[src/rtl/apb_master_pkg.sv]
// -----------------------------------------------------------------------------
// apb_master_pkg
// Shared definitions for the APB initiator bridge:
//   - apb_state_e     : bridge FSM states
//   - APB_DATA_WIDTH  : APB data bus width
//   - ERR_RDATA       : read data returned for writes, errors and aborts
//   - wdog_cnt_width(): width of the optional ACCESS-phase timeout counter
// -----------------------------------------------------------------------------
package apb_master_pkg;

  localparam int unsigned APB_DATA_WIDTH = 32;

  localparam logic [APB_DATA_WIDTH-1:0] ERR_RDATA = 32'h0;

  typedef enum logic [1:0] {
    IDLE   = 2'd0,  // no transfer, bus parked
    SETUP  = 2'd1,  // PSEL=1, PENABLE=0
    ACCESS = 2'd2,  // PSEL=1, PENABLE=1, waiting for PREADY
    ERRRSP = 2'd3   // local error response for a misaligned request
  } apb_state_e;

  // Counter must be able to hold the value TIMEOUT_CYCLES itself.
  function automatic int unsigned wdog_cnt_width(input int unsigned timeout_cycles);
    return $clog2(timeout_cycles + 1);
  endfunction

endpackage

[src/rtl/apb_master_wdog.sv]
// -----------------------------------------------------------------------------
// apb_master_wdog
// ACCESS-phase watchdog for the APB initiator. Counts ACCESS cycles in which
// PREADY is low and flags expiry on the cycle in which the count reaches
// TIMEOUT_CYCLES, so the bridge can abort on the following edge.
//
// Ports:
//   CLK      in  clock, rising edge
//   RSTN     in  synchronous active-low reset
//   clr      in  clear the count (asserted on the cycle before ACCESS)
//   inc      in  one more wait cycle in ACCESS
//   expired  out combinational: this wait cycle is number TIMEOUT_CYCLES
// -----------------------------------------------------------------------------
module apb_master_wdog
  import apb_master_pkg::*;
#(
  parameter int unsigned TIMEOUT_CYCLES = 255
) (
  input  logic CLK,
  input  logic RSTN,
  input  logic clr,
  input  logic inc,
  output logic expired
);

  localparam int unsigned CNT_W = wdog_cnt_width(TIMEOUT_CYCLES);

  logic [CNT_W-1:0] cnt_q;
  logic [CNT_W-1:0] cnt_d;

  // The increment that would make the count equal TIMEOUT_CYCLES is the
  // expiry point; the bridge leaves ACCESS on that edge, so the counter
  // itself never needs to hold a value past TIMEOUT_CYCLES.
  assign expired = inc && (cnt_q == CNT_W'(TIMEOUT_CYCLES - 1));

  always_comb begin
    cnt_d = cnt_q;
    if (clr) begin
      cnt_d = '0;
    end else if (inc) begin
      cnt_d = cnt_q + CNT_W'(1);
    end
  end

  always_ff @(posedge CLK) begin
    if (!RSTN) begin
      cnt_q <= '0;
    end else begin
      cnt_q <= cnt_d;
    end
  end

endmodule

[src/rtl/apb_master_bridge.sv]
// -----------------------------------------------------------------------------
// apb_master_bridge
// APB initiator: turns a valid/ready request port into single APB transfers,
// honours PREADY wait states and returns read data plus an error flag as a
// one-cycle response pulse. Misaligned requests (addr[1:0] != 0) never reach
// the bus and are answered locally with an error.
//
// Optional build macro: APB_MASTER_TIMEOUT_EN
//   When defined, an ACCESS phase that sees TIMEOUT_CYCLES consecutive
//   PREADY-low cycles is aborted with an error response. When undefined,
//   ACCESS waits for PREADY indefinitely.
//
// Ports:
//   CLK, RSTN            clock (rising edge), synchronous active-low reset
//   req_valid/req_ready  request handshake (req_ready is combinational)
//   req_addr/wdata/write request payload, latched on the handshake
//   rsp_valid            one-cycle completion pulse, no backpressure
//   rsp_rdata/rsp_err    response payload, valid with rsp_valid
//   PADDR..PENABLE       registered APB initiator outputs
//   PRDATA/PREADY/PSLVERR APB completer inputs
// -----------------------------------------------------------------------------
module apb_master_bridge
  import apb_master_pkg::*;
#(
  parameter int unsigned APB_ADDR_WIDTH = 32,
  parameter int unsigned TIMEOUT_CYCLES = 255
) (
  input  logic                      CLK,
  input  logic                      RSTN,
  // request side
  input  logic                      req_valid,
  output logic                      req_ready,
  input  logic [APB_ADDR_WIDTH-1:0] req_addr,
  input  logic [APB_DATA_WIDTH-1:0] req_wdata,
  input  logic                      req_write,
  // response side
  output logic                      rsp_valid,
  output logic [APB_DATA_WIDTH-1:0] rsp_rdata,
  output logic                      rsp_err,
  // APB initiator
  output logic [APB_ADDR_WIDTH-1:0] PADDR,
  output logic [APB_DATA_WIDTH-1:0] PWDATA,
  output logic                      PWRITE,
  output logic                      PSEL,
  output logic                      PENABLE,
  input  logic [APB_DATA_WIDTH-1:0] PRDATA,
  input  logic                      PREADY,
  input  logic                      PSLVERR
);

  apb_state_e                state_q,     state_d;
  logic                      psel_q,      psel_d;
  logic                      penable_q,   penable_d;
  logic                      pwrite_q,    pwrite_d;
  logic [APB_ADDR_WIDTH-1:0] paddr_q,     paddr_d;
  logic [APB_DATA_WIDTH-1:0] pwdata_q,    pwdata_d;
  logic                      rsp_valid_q, rsp_valid_d;
  logic                      rsp_err_q,   rsp_err_d;
  logic [APB_DATA_WIDTH-1:0] rsp_rdata_q, rsp_rdata_d;

  logic handshake;
  logic req_aligned;
  logic timeout_expired;

  // A new request can be taken in IDLE, or in the last ACCESS cycle of the
  // current transfer so back-to-back transfers need no idle cycle.
  assign req_ready   = (state_q == IDLE) || ((state_q == ACCESS) && PREADY);
  assign handshake   = req_valid && req_ready;
  assign req_aligned = (req_addr[1:0] == 2'b00);

  // TIMEOUT_CYCLES of zero would make the watchdog expire before any wait;
  // the parameter is meant to be at least 1. Nothing is built for it here.
  if (TIMEOUT_CYCLES == 0) begin : g_timeout_cfg_invalid
  end

`ifdef APB_MASTER_TIMEOUT_EN
  apb_master_wdog #(
    .TIMEOUT_CYCLES (TIMEOUT_CYCLES)
  ) u_wdog (
    .CLK     (CLK),
    .RSTN    (RSTN),
    .clr     (state_q == SETUP),
    .inc     ((state_q == ACCESS) && !PREADY),
    .expired (timeout_expired)
  );
`else
  assign timeout_expired = 1'b0;
`endif

  always_comb begin
    state_d     = state_q;
    psel_d      = psel_q;
    penable_d   = penable_q;
    pwrite_d    = pwrite_q;
    paddr_d     = paddr_q;
    pwdata_d    = pwdata_q;
    rsp_valid_d = 1'b0;
    rsp_err_d   = 1'b0;
    rsp_rdata_d = ERR_RDATA;

    // Payload is captured only on a handshake; otherwise the bus keeps its
    // last values so idle cycles cause no toggling.
    if (handshake) begin
      paddr_d  = req_addr;
      pwdata_d = req_wdata;
      pwrite_d = req_write;
    end

    unique case (state_q)
      IDLE: begin
        penable_d = 1'b0;
        if (handshake) begin
          state_d = req_aligned ? SETUP : ERRRSP;
          psel_d  = req_aligned;
        end
      end

      SETUP: begin
        state_d   = ACCESS;
        penable_d = 1'b1;
      end

      ACCESS: begin
        if (PREADY) begin
          rsp_valid_d = 1'b1;
          rsp_err_d   = PSLVERR;
          rsp_rdata_d = (!pwrite_q && !PSLVERR) ? PRDATA : ERR_RDATA;
          penable_d   = 1'b0;
          if (handshake) begin
            // Chained transfer: PSEL stays high, PENABLE drops for SETUP.
            state_d = req_aligned ? SETUP : ERRRSP;
            psel_d  = req_aligned;
          end else begin
            state_d = IDLE;
            psel_d  = 1'b0;
          end
        end else if (timeout_expired) begin
          state_d     = IDLE;
          psel_d      = 1'b0;
          penable_d   = 1'b0;
          rsp_valid_d = 1'b1;
          rsp_err_d   = 1'b1;
        end
      end

      ERRRSP: begin
        // The response is registered on the edge leaving ERRRSP, so a
        // misaligned request chained behind an ACCESS completion never
        // collides with that completion's response pulse.
        state_d     = IDLE;
        psel_d      = 1'b0;
        penable_d   = 1'b0;
        rsp_valid_d = 1'b1;
        rsp_err_d   = 1'b1;
      end

      default: begin
        state_d   = IDLE;
        psel_d    = 1'b0;
        penable_d = 1'b0;
      end
    endcase
  end

  always_ff @(posedge CLK) begin
    if (!RSTN) begin
      state_q     <= IDLE;
      psel_q      <= 1'b0;
      penable_q   <= 1'b0;
      pwrite_q    <= 1'b0;
      paddr_q     <= '0;
      pwdata_q    <= '0;
      rsp_valid_q <= 1'b0;
      rsp_err_q   <= 1'b0;
      rsp_rdata_q <= '0;
    end else begin
      state_q     <= state_d;
      psel_q      <= psel_d;
      penable_q   <= penable_d;
      pwrite_q    <= pwrite_d;
      paddr_q     <= paddr_d;
      pwdata_q    <= pwdata_d;
      rsp_valid_q <= rsp_valid_d;
      rsp_err_q   <= rsp_err_d;
      rsp_rdata_q <= rsp_rdata_d;
    end
  end

  assign PSEL      = psel_q;
  assign PENABLE   = penable_q;
  assign PWRITE    = pwrite_q;
  assign PADDR     = paddr_q;
  assign PWDATA    = pwdata_q;
  assign rsp_valid = rsp_valid_q;
  assign rsp_err   = rsp_err_q;
  assign rsp_rdata = rsp_rdata_q;

endmodule

[config.mk]
export PLATFORM = sky130hd
export DESIGN_NAME = apb_master_bridge
export DESIGN_NICKNAME = d
export VERILOG_FILES = /design/src/rtl/apb_master_pkg.sv /design/src/rtl/apb_master_wdog.sv /design/src/rtl/apb_master_bridge.sv
export SDC_FILE = /design/constraint.sdc
export NUM_CORES = 1
export LEC_CHECK = 0
export ABC_CLOCK_PERIOD_IN_PS = 1700
export CAP_MARGIN = 20
export CORE_MARGIN = 5
export CORE_UTILIZATION = 40
export DETAILED_ROUTE_END_ITERATION = 10
export HOLD_SLACK_MARGIN = 0.15
export PLACE_DENSITY = 0.8
export REMOVE_ABC_BUFFERS = 1
export SETUP_SLACK_MARGIN = 0.1
export SYNTH_ARGS = -nofsm -noshare
export SYNTH_HDL_FRONTEND = slang
export SYNTH_SLANG_ARGS = --single-unit
[constraint.sdc]
create_clock -name CLK -period 1.7 [get_ports CLK]
set_input_delay 0.17 -clock CLK [delete_from_list [all_inputs] [get_ports CLK]]
set_output_delay 0.17 -clock CLK [all_outputs]
set_load 0.02 [all_outputs]
==> metrics.md, run 1 <==
| Metric | Value |
|---|---|
| Result of the run | `complete, no violations` |
| Gpl congestion | `0.813` |
| Vias in the first global route | `3754` |
| Detailed Route Iter0 Violations | `145` |
| Number of warnings printed during yosys synthesis | `0` |
| Detailed-route via count | `3516` |
| Critical path's top delay family | `buffers and inverters` |
| Logic depth of the worst register-to-register path | `3` |
| Number of levels in the clock H-tree | `3` |
| Post-synth top flop | `dfxtp_1` |
| Sum of routed wire length over all layers | `11.5 mm` |
| Endpoint of the most critical register-to-register path | `PWDATA[22]$_SDFFE_PN0N_` |
| Number of fillers in the final layout | `690` |
| Series of cell instances along the critical path | `clkdlybuf4s50_1` |
| Number of distinct library cell variants in the gate-level netlist after synthesis | `25` |
| Global-route wire length before repair | `18.5 mm` |
| Worst hold slack across all endpoints | `0.358 ns` |
| Wire length per cell | `16.6 um` |
| Sequential cell area fraction in the yosys report | `56.9%` |
| Clock tree from TritonCTS | `yes` |
| Pin count of the biggest net entering global routing | `67` |
| Worst path slowest cell | `clkdlybuf4s50_1` |
| First-pass detailed-route iteration total | `4` |
| Clock transition at path regs | `0.10 ns` |
| Global-route total usage across every layer | `20.2%` |
| Worst hold-check path type | `input pin to register` |
| Area of the core | `0.00876 sq mm` |
| Clk buf depth | `2` |
| Commonest cells after routing, fill and taps aside | `clkdlybuf4s50_1 (201), dfxtp_1 (103), nand3_1 (66), a21oi_1 (66), o21ai_0 (57)` |
| Setup fix buffers added after clock tree synthesis | `0` |
| Slew of the pin with the lowest slew margin | `0.634 ns` |
| Unrepaired setup endpoints after global routing | `false` |
| Clock buffer count from CTS | `9` |
| Die footprint | `0.0111 sq mm` |
| Port Buf Inserts | `203` |
| Worst endpoint data arrival time | `1.35 ns` |
| FF-to-FF setup slack | `0.26 ns` |
| Number of flops mapped to enable cells by yosys | `0` |
| Number of cells on the worst hold path | `2` |
| Via/cell ratio | `5.09` |
| CP required | `1.53 ns` |
| Worst flop-to-flop path startpoint | `state_q[0]$_SDFFE_PN0P_` |
| Share of synthesized flip-flops with an asynchronous set or reset | `0%` |
| Detailed placer's ending HPWL | `8.32 mm` |
| Std-Cell Rows | `34` |
| CTS sink count | `103` |
| Cells after Synth | `392` |
| Cell area after technology mapping | `0.00363 sq mm` |
| Number of nets with antenna violations after detailed routing | `0` |
| Crit share post-route | `89.6%` |
| Initial cell density of the core | `41.4%` |
| Setup-violating endpoint count in the final report | `0` |
| Fmax | `0.656 GHz` |
| Type of origin of the critical path | `register` |
| Number of stages on the worst setup path | `1` |
| Multi-input combinational cell area | `0.00134 sq mm` |
| Synth-to-layout area growth | `62.8%` |
| Final total power | `4.93 mW` |
| Layout cells sized above 1 | `5.49%` |
| Worst stage delay on the critical path | `0.66 ns` |
| Max Clock Skew | `0.0176 ns` |
| IO Count | `204` |
| Remaining max-slew budget at the tightest pin | `57.7%` |
| Max-Cap Viols | `0` |
| Overall die height | `105 um` |
| Final layout net count | `680` |
| Buffer type at the clock tree root | `clkbuf_8` |
| Worst Path Buf+Inv | `1` |
| Origin of the worst min-delay path | `PRDATA[12]` |
| Path type of the worst setup path | `register to primary output` |
| Mean area per synthesized cell | `9.25 sq um` |
| Static power due to leakage | `2.15 nW` |
| Antenna violations before repair | `0` |
| Die X-Extent | `105 um` |
| Number of antenna cells inserted | `0` |
| Peak fanout along the critical path | `2` |
| Footprint of the flip-flops and latches | `0.00206 sq mm` |
| Insertion delay of the later-clocked pin in the worst-skew pair | `0.36 ns` |
| Worst VDD drop | `0.494 mV` |
| Total of flip-flops plus latches after synthesis | `103` |
| Final Max Tran Viols | `0` |
| Pwr/cell area | `836 mW/mm^2` |
| Sort of element at the end of the critical path | `primary output` |
| End point of the worst hold path | `rsp_rdata[12]$_SDFF_PN0_` |
| Global route total overflow | `0` |
| Total DRC errors in the routed layout | `0` |
| Most frequent standard cell in the layout excluding fill and tap cells | `clkdlybuf4s50_1` |
| Final hold violations | `0` |
| Clock period minus final worst setup slack | `1.52 ns` |
-- layer usage --
metal / GRT usage, % / part of all wire, % / up-vias
li1: - / - / 1727
met4: 6.67 / 2.0 / 0
met3: 10.6 / 12 / 19
met2: 35.0 / 49 / 151
met5: 0 / 0 / -
met1: 20.8 / 37 / 1619
-- power breakdown --
part           switching (mW)  total [mW]  internal, mW
clock network           0.837        1.38         0.542
registers              0.0528        2.58          2.53
logic                   0.460       0.974         0.514
total                    1.35        4.93          3.58
-- cells in the mapped netlist (4+ instances only) --
cell type,n,area (sq um)
a21oi_1,66,330
and2_1,32,200
buf_2,8,40.0
buf_4,7,52.6
buf_6,4,45.0
clkbuf_1,10,37.5
clkbuf_2,9,45.0
dfxtp_1,103,2060
nand3_1,66,330
nor2_1,4,15.0
o21ai_0,57,285
o21ai_1,10,50.1
-- per-stage QoR --
| stage | setup TNS (ns) | utilization (%) | cells | area [sq um] | setup WS [ns] |
|---|---|---|---|---|---|
| after floorplan | -11.01 | - | 353 | 3400 | -0.258 |
| final | 0 | 67.3 | 691 | 5900 | 0.176 |
| after detailed placement | -3.39 | 65.3 | 675 | 5730 | -0.0970 |
| after global placement | -1.68 | 65.3 | 675 | 5730 | -0.0472 |
| after global routing | 0 | 67.3 | 691 | 5900 | 0.102 |
| after CTS | 0 | 67.3 | 691 | 5900 | 0.131 |
-- cell families (layout without fill, tap and decap cells) --
| kind of cell | after synthesis | in the layout | synth area share, % |
|---|---|---|---|
| AOI/OAI and AO/OA | 136 | 136 | 19.0 |
| buffers and inverters | 40 | 231 | 6.38 |
| and+or+nand+nor | 113 | 113 | 17.7 |
| DFF | 103 | 103 | 56.9 |
-- state kept, by name, indices dropped and copies added, names as in the netlist --
signal / count
PADDR: 32
rsp_err: 1
rsp_rdata: 32
state_q: 2
PWRITE: 1
rsp_valid: 1
PSEL: 1
PWDATA: 32
PENABLE: 1
-- worst max path at each step --
stage                                  startpoint                      end  slack [ns]
after floorplan           state_q[1]$_SDFFE_PN0P_        PSEL$_SDFFE_PN0P_       -0.26
after global placement                     PREADY                req_ready       -0.05
after global routing      state_q[0]$_SDFFE_PN0P_  PWDATA[22]$_SDFFE_PN0N_        0.10
after detailed placement                   PREADY  PWDATA[15]$_SDFFE_PN0N_        -0.1
final                     PWDATA[25]$_SDFFE_PN0N_               PWDATA[25]        0.18
after CTS                 PWDATA[11]$_SDFFE_PN0N_               PWDATA[11]        0.13
-- layout make-up --
type	count	share of cell area, %
multi-input combinational	249	22.6
tap	108	2.29
sequential	103	34.9
inverter	1	0.0636
clock inverter	6	0.742
clock buffer	10	2.16
timing repair buffer	214	37.2
-- what timing repair did --
item	CTS	global route
setup endpoints to repair	1	4
resized for setup	1	2
endpoints found under the hold margin	0	0
hold buffers	0	0
(Power assumes the default switching activity.)
==> run 2: changes to the inputs <==
--- a/config.mk
+++ b/config.mk
@@ -7,7 +7,6 @@
 export LEC_CHECK = 0
 export ABC_CLOCK_PERIOD_IN_PS = 1700
 export CAP_MARGIN = 20
-export CORE_MARGIN = 5
 export CORE_UTILIZATION = 40
 export DETAILED_ROUTE_END_ITERATION = 10
 export HOLD_SLACK_MARGIN = 0.15
==> run 2 against run 1 <==
  * Register-to-register slack is essentially flat
  * Worst hold slack gained 0.0026 ns
  * Sequential cell count unchanged
  * Non-clock buffer count unchanged
  * Clock skew decreased by 0.0068 ns
  * Die area decreased by 15%
  * Utilization is 0.20 points higher
  * Via count rose by 1.4%
  * Final area up 0.30%
  * Routed wire length fell by 9.4%
  * Critical endpoint is now PWDATA[3]
  * Largest cell class unchanged
==> metrics.md, run 2 (synthesis results as in run 1) <==
| Metric | Value |
|---|---|
| Pwr/cell area | `836 mW/mm^2` |
| Total DRC errors in the routed layout | `0` |
| Detailed Route Iter0 Violations | `149` |
| Worst stage delay on the critical path | `0.65 ns` |
| CTS sink count | `103` |
| Layout cells sized above 1 | `5.66%` |
| Final Max Tran Viols | `0` |
| FF-to-FF setup slack | `0.27 ns` |
| Gpl congestion | `0.786` |
| Setup-violating endpoint count in the final report | `0` |
| Pin count of the biggest net entering global routing | `67` |
| Worst Path Buf+Inv | `1` |
| Clock buffer count from CTS | `9` |
| Static power due to leakage | `2.14 nW` |
| Buffer type at the clock tree root | `clkbuf_8` |
| Core occupancy in the finished layout | `67.5%` |
| Port Buf Inserts | `203` |
| Clock transition at path regs | `0.10 ns` |
| Type of origin of the critical path | `register` |
| Most frequent standard cell in the layout excluding fill and tap cells | `clkdlybuf4s50_1` |
| Vias in the first global route | `3589` |
| Detailed-route via count | `3564` |
| Commonest cells after routing, fill and taps aside | `clkdlybuf4s50_1 (202), dfxtp_1 (103), nand3_1 (66), a21oi_1 (66), o21ai_0 (57)` |
| Max-Cap Viols | `0` |
| Clk buf depth | `2` |
| GR Util met1 | `24.6%` |
| Remaining max-slew budget at the tightest pin | `58.7%` |
| Final hold violations | `0` |
| Worst VDD drop | `0.533 mV` |
| Clock period minus final worst setup slack | `1.51 ns` |
| Global routing met2 resource utilization | `37.7%` |
| Crit share post-route | `88.6%` |
| CTS Hold Buffers Added | `0` |
| Global route total overflow | `0` |
| Cell count after placement | `675` |
| Peak fanout along the critical path | `2` |
| Max Clock Skew | `0.0109 ns` |
| Number of levels in the clock H-tree | `3` |
| Die footprint | `0.00945 sq mm` |
| Clock tree from TritonCTS | `yes` |
| Global-route wire length before repair | `16.8 mm` |
| Antenna violations before repair | `0` |
| Global-route total usage across every layer | `21.6%` |
| Area of the core | `0.00876 sq mm` |
| Number of antenna cells inserted | `0` |
| Filler-free cell count of the finished design | `691` |
| Sort of element at the end of the critical path | `primary output` |
| Global-route met3 utilization | `7.84%` |
| Overall die height | `97.2 um` |
| Critical path's top delay family | `buffers and inverters` |
| Detailed placer's ending HPWL | `7.31 mm` |
| Initial cell density of the core | `41.4%` |
| Std-Cell Rows | `34` |
| First-pass detailed-route iteration total | `4` |
| Fmax | `0.664 GHz` |
| IO Count | `204` |
| CP required | `1.53 ns` |
| Post-detailed-placement cell area | `0.00574 sq mm` |
| Synth-to-layout area growth | `63.3%` |
| Wire length per cell | `15.1 um` |
| Sum of routed wire length over all layers | `10.4 mm` |
| Worst path slowest cell | `clkdlybuf4s50_1` |
| Unrepaired setup endpoints after global routing | `false` |
| Number of nets with antenna violations after detailed routing | `0` |
| Final layout net count | `680` |
| Insertion delay of the later-clocked pin in the worst-skew pair | `0.36 ns` |
| Setup fix buffers added after clock tree synthesis | `0` |
| Series of cell instances along the critical path | `clkdlybuf4s50_1` |
| Final-layout setup total negative slack | `0 ns` |
| Slew of the pin with the lowest slew margin | `0.620 ns` |
| Die X-Extent | `97.2 um` |
| Final instance area | `0.00592 sq mm` |
| Via/cell ratio | `5.16` |
| Final total power | `4.95 mW` |
| Worst hold-check path type | `input pin to register` |
| Path type of the worst setup path | `register to primary output` |
| Layer with the highest usage after global routing | `met2` |
| Result of the run | `complete, no violations` |
| Worst endpoint data arrival time | `1.34 ns` |
[run 2: cell type report]
type                       count  area, sq um
clock buffer                   9          124
clock inverter                 7         55.1
fill                         679         2840
inverter                       1         3.75
multi-input combinational    249         1340
sequential                   103         2060
tap                          108          135
timing repair buffer         214         2200
[run 2: metal layers]
layer	up-vias	wire length (um)
met2	155	5140
met4	0	152
met5	-	0
met1	1664	4080
li1	1730	-
met3	15	1030
[run 2: final timing paths]
check        cells after the start                       to               startpoint
max                              1                PWDATA[3]   PWDATA[3]$_SDFFE_PN0N_
min                              2  rsp_rdata[8]$_SDFF_PN0_                PRDATA[8]
max reg2reg                      3   PADDR[22]$_SDFFE_PN0N_  state_q[0]$_SDFFE_PN0P_
min reg2reg                      2   PADDR[10]$_SDFFE_PN0N_   PADDR[10]$_SDFFE_PN0N_
[run 2: through the flow]
step | hold slack, ns | worst slack [ns]
floorplan | 0.280 | -0.258
global placement | 0.458 | -0.0683
detailed placement | 0.462 | -0.0739
CTS | 0.345 | 0.177
global route | 0.345 | 0.111
finish | 0.361 | 0.194
[run 2: report_power, final]
part / total, mW / switching (mW) / internal [mW]
clock network: 1.40 / 0.845 / 0.551
registers: 2.58 / 0.0531 / 2.53
logic: 0.972 / 0.455 / 0.518
[run 2: repair_timing]
item	CTS	global route
resized for setup	1	1
gates cloned	0	0
setup endpoints to repair	1	1
hold endpoints to repair	0	0
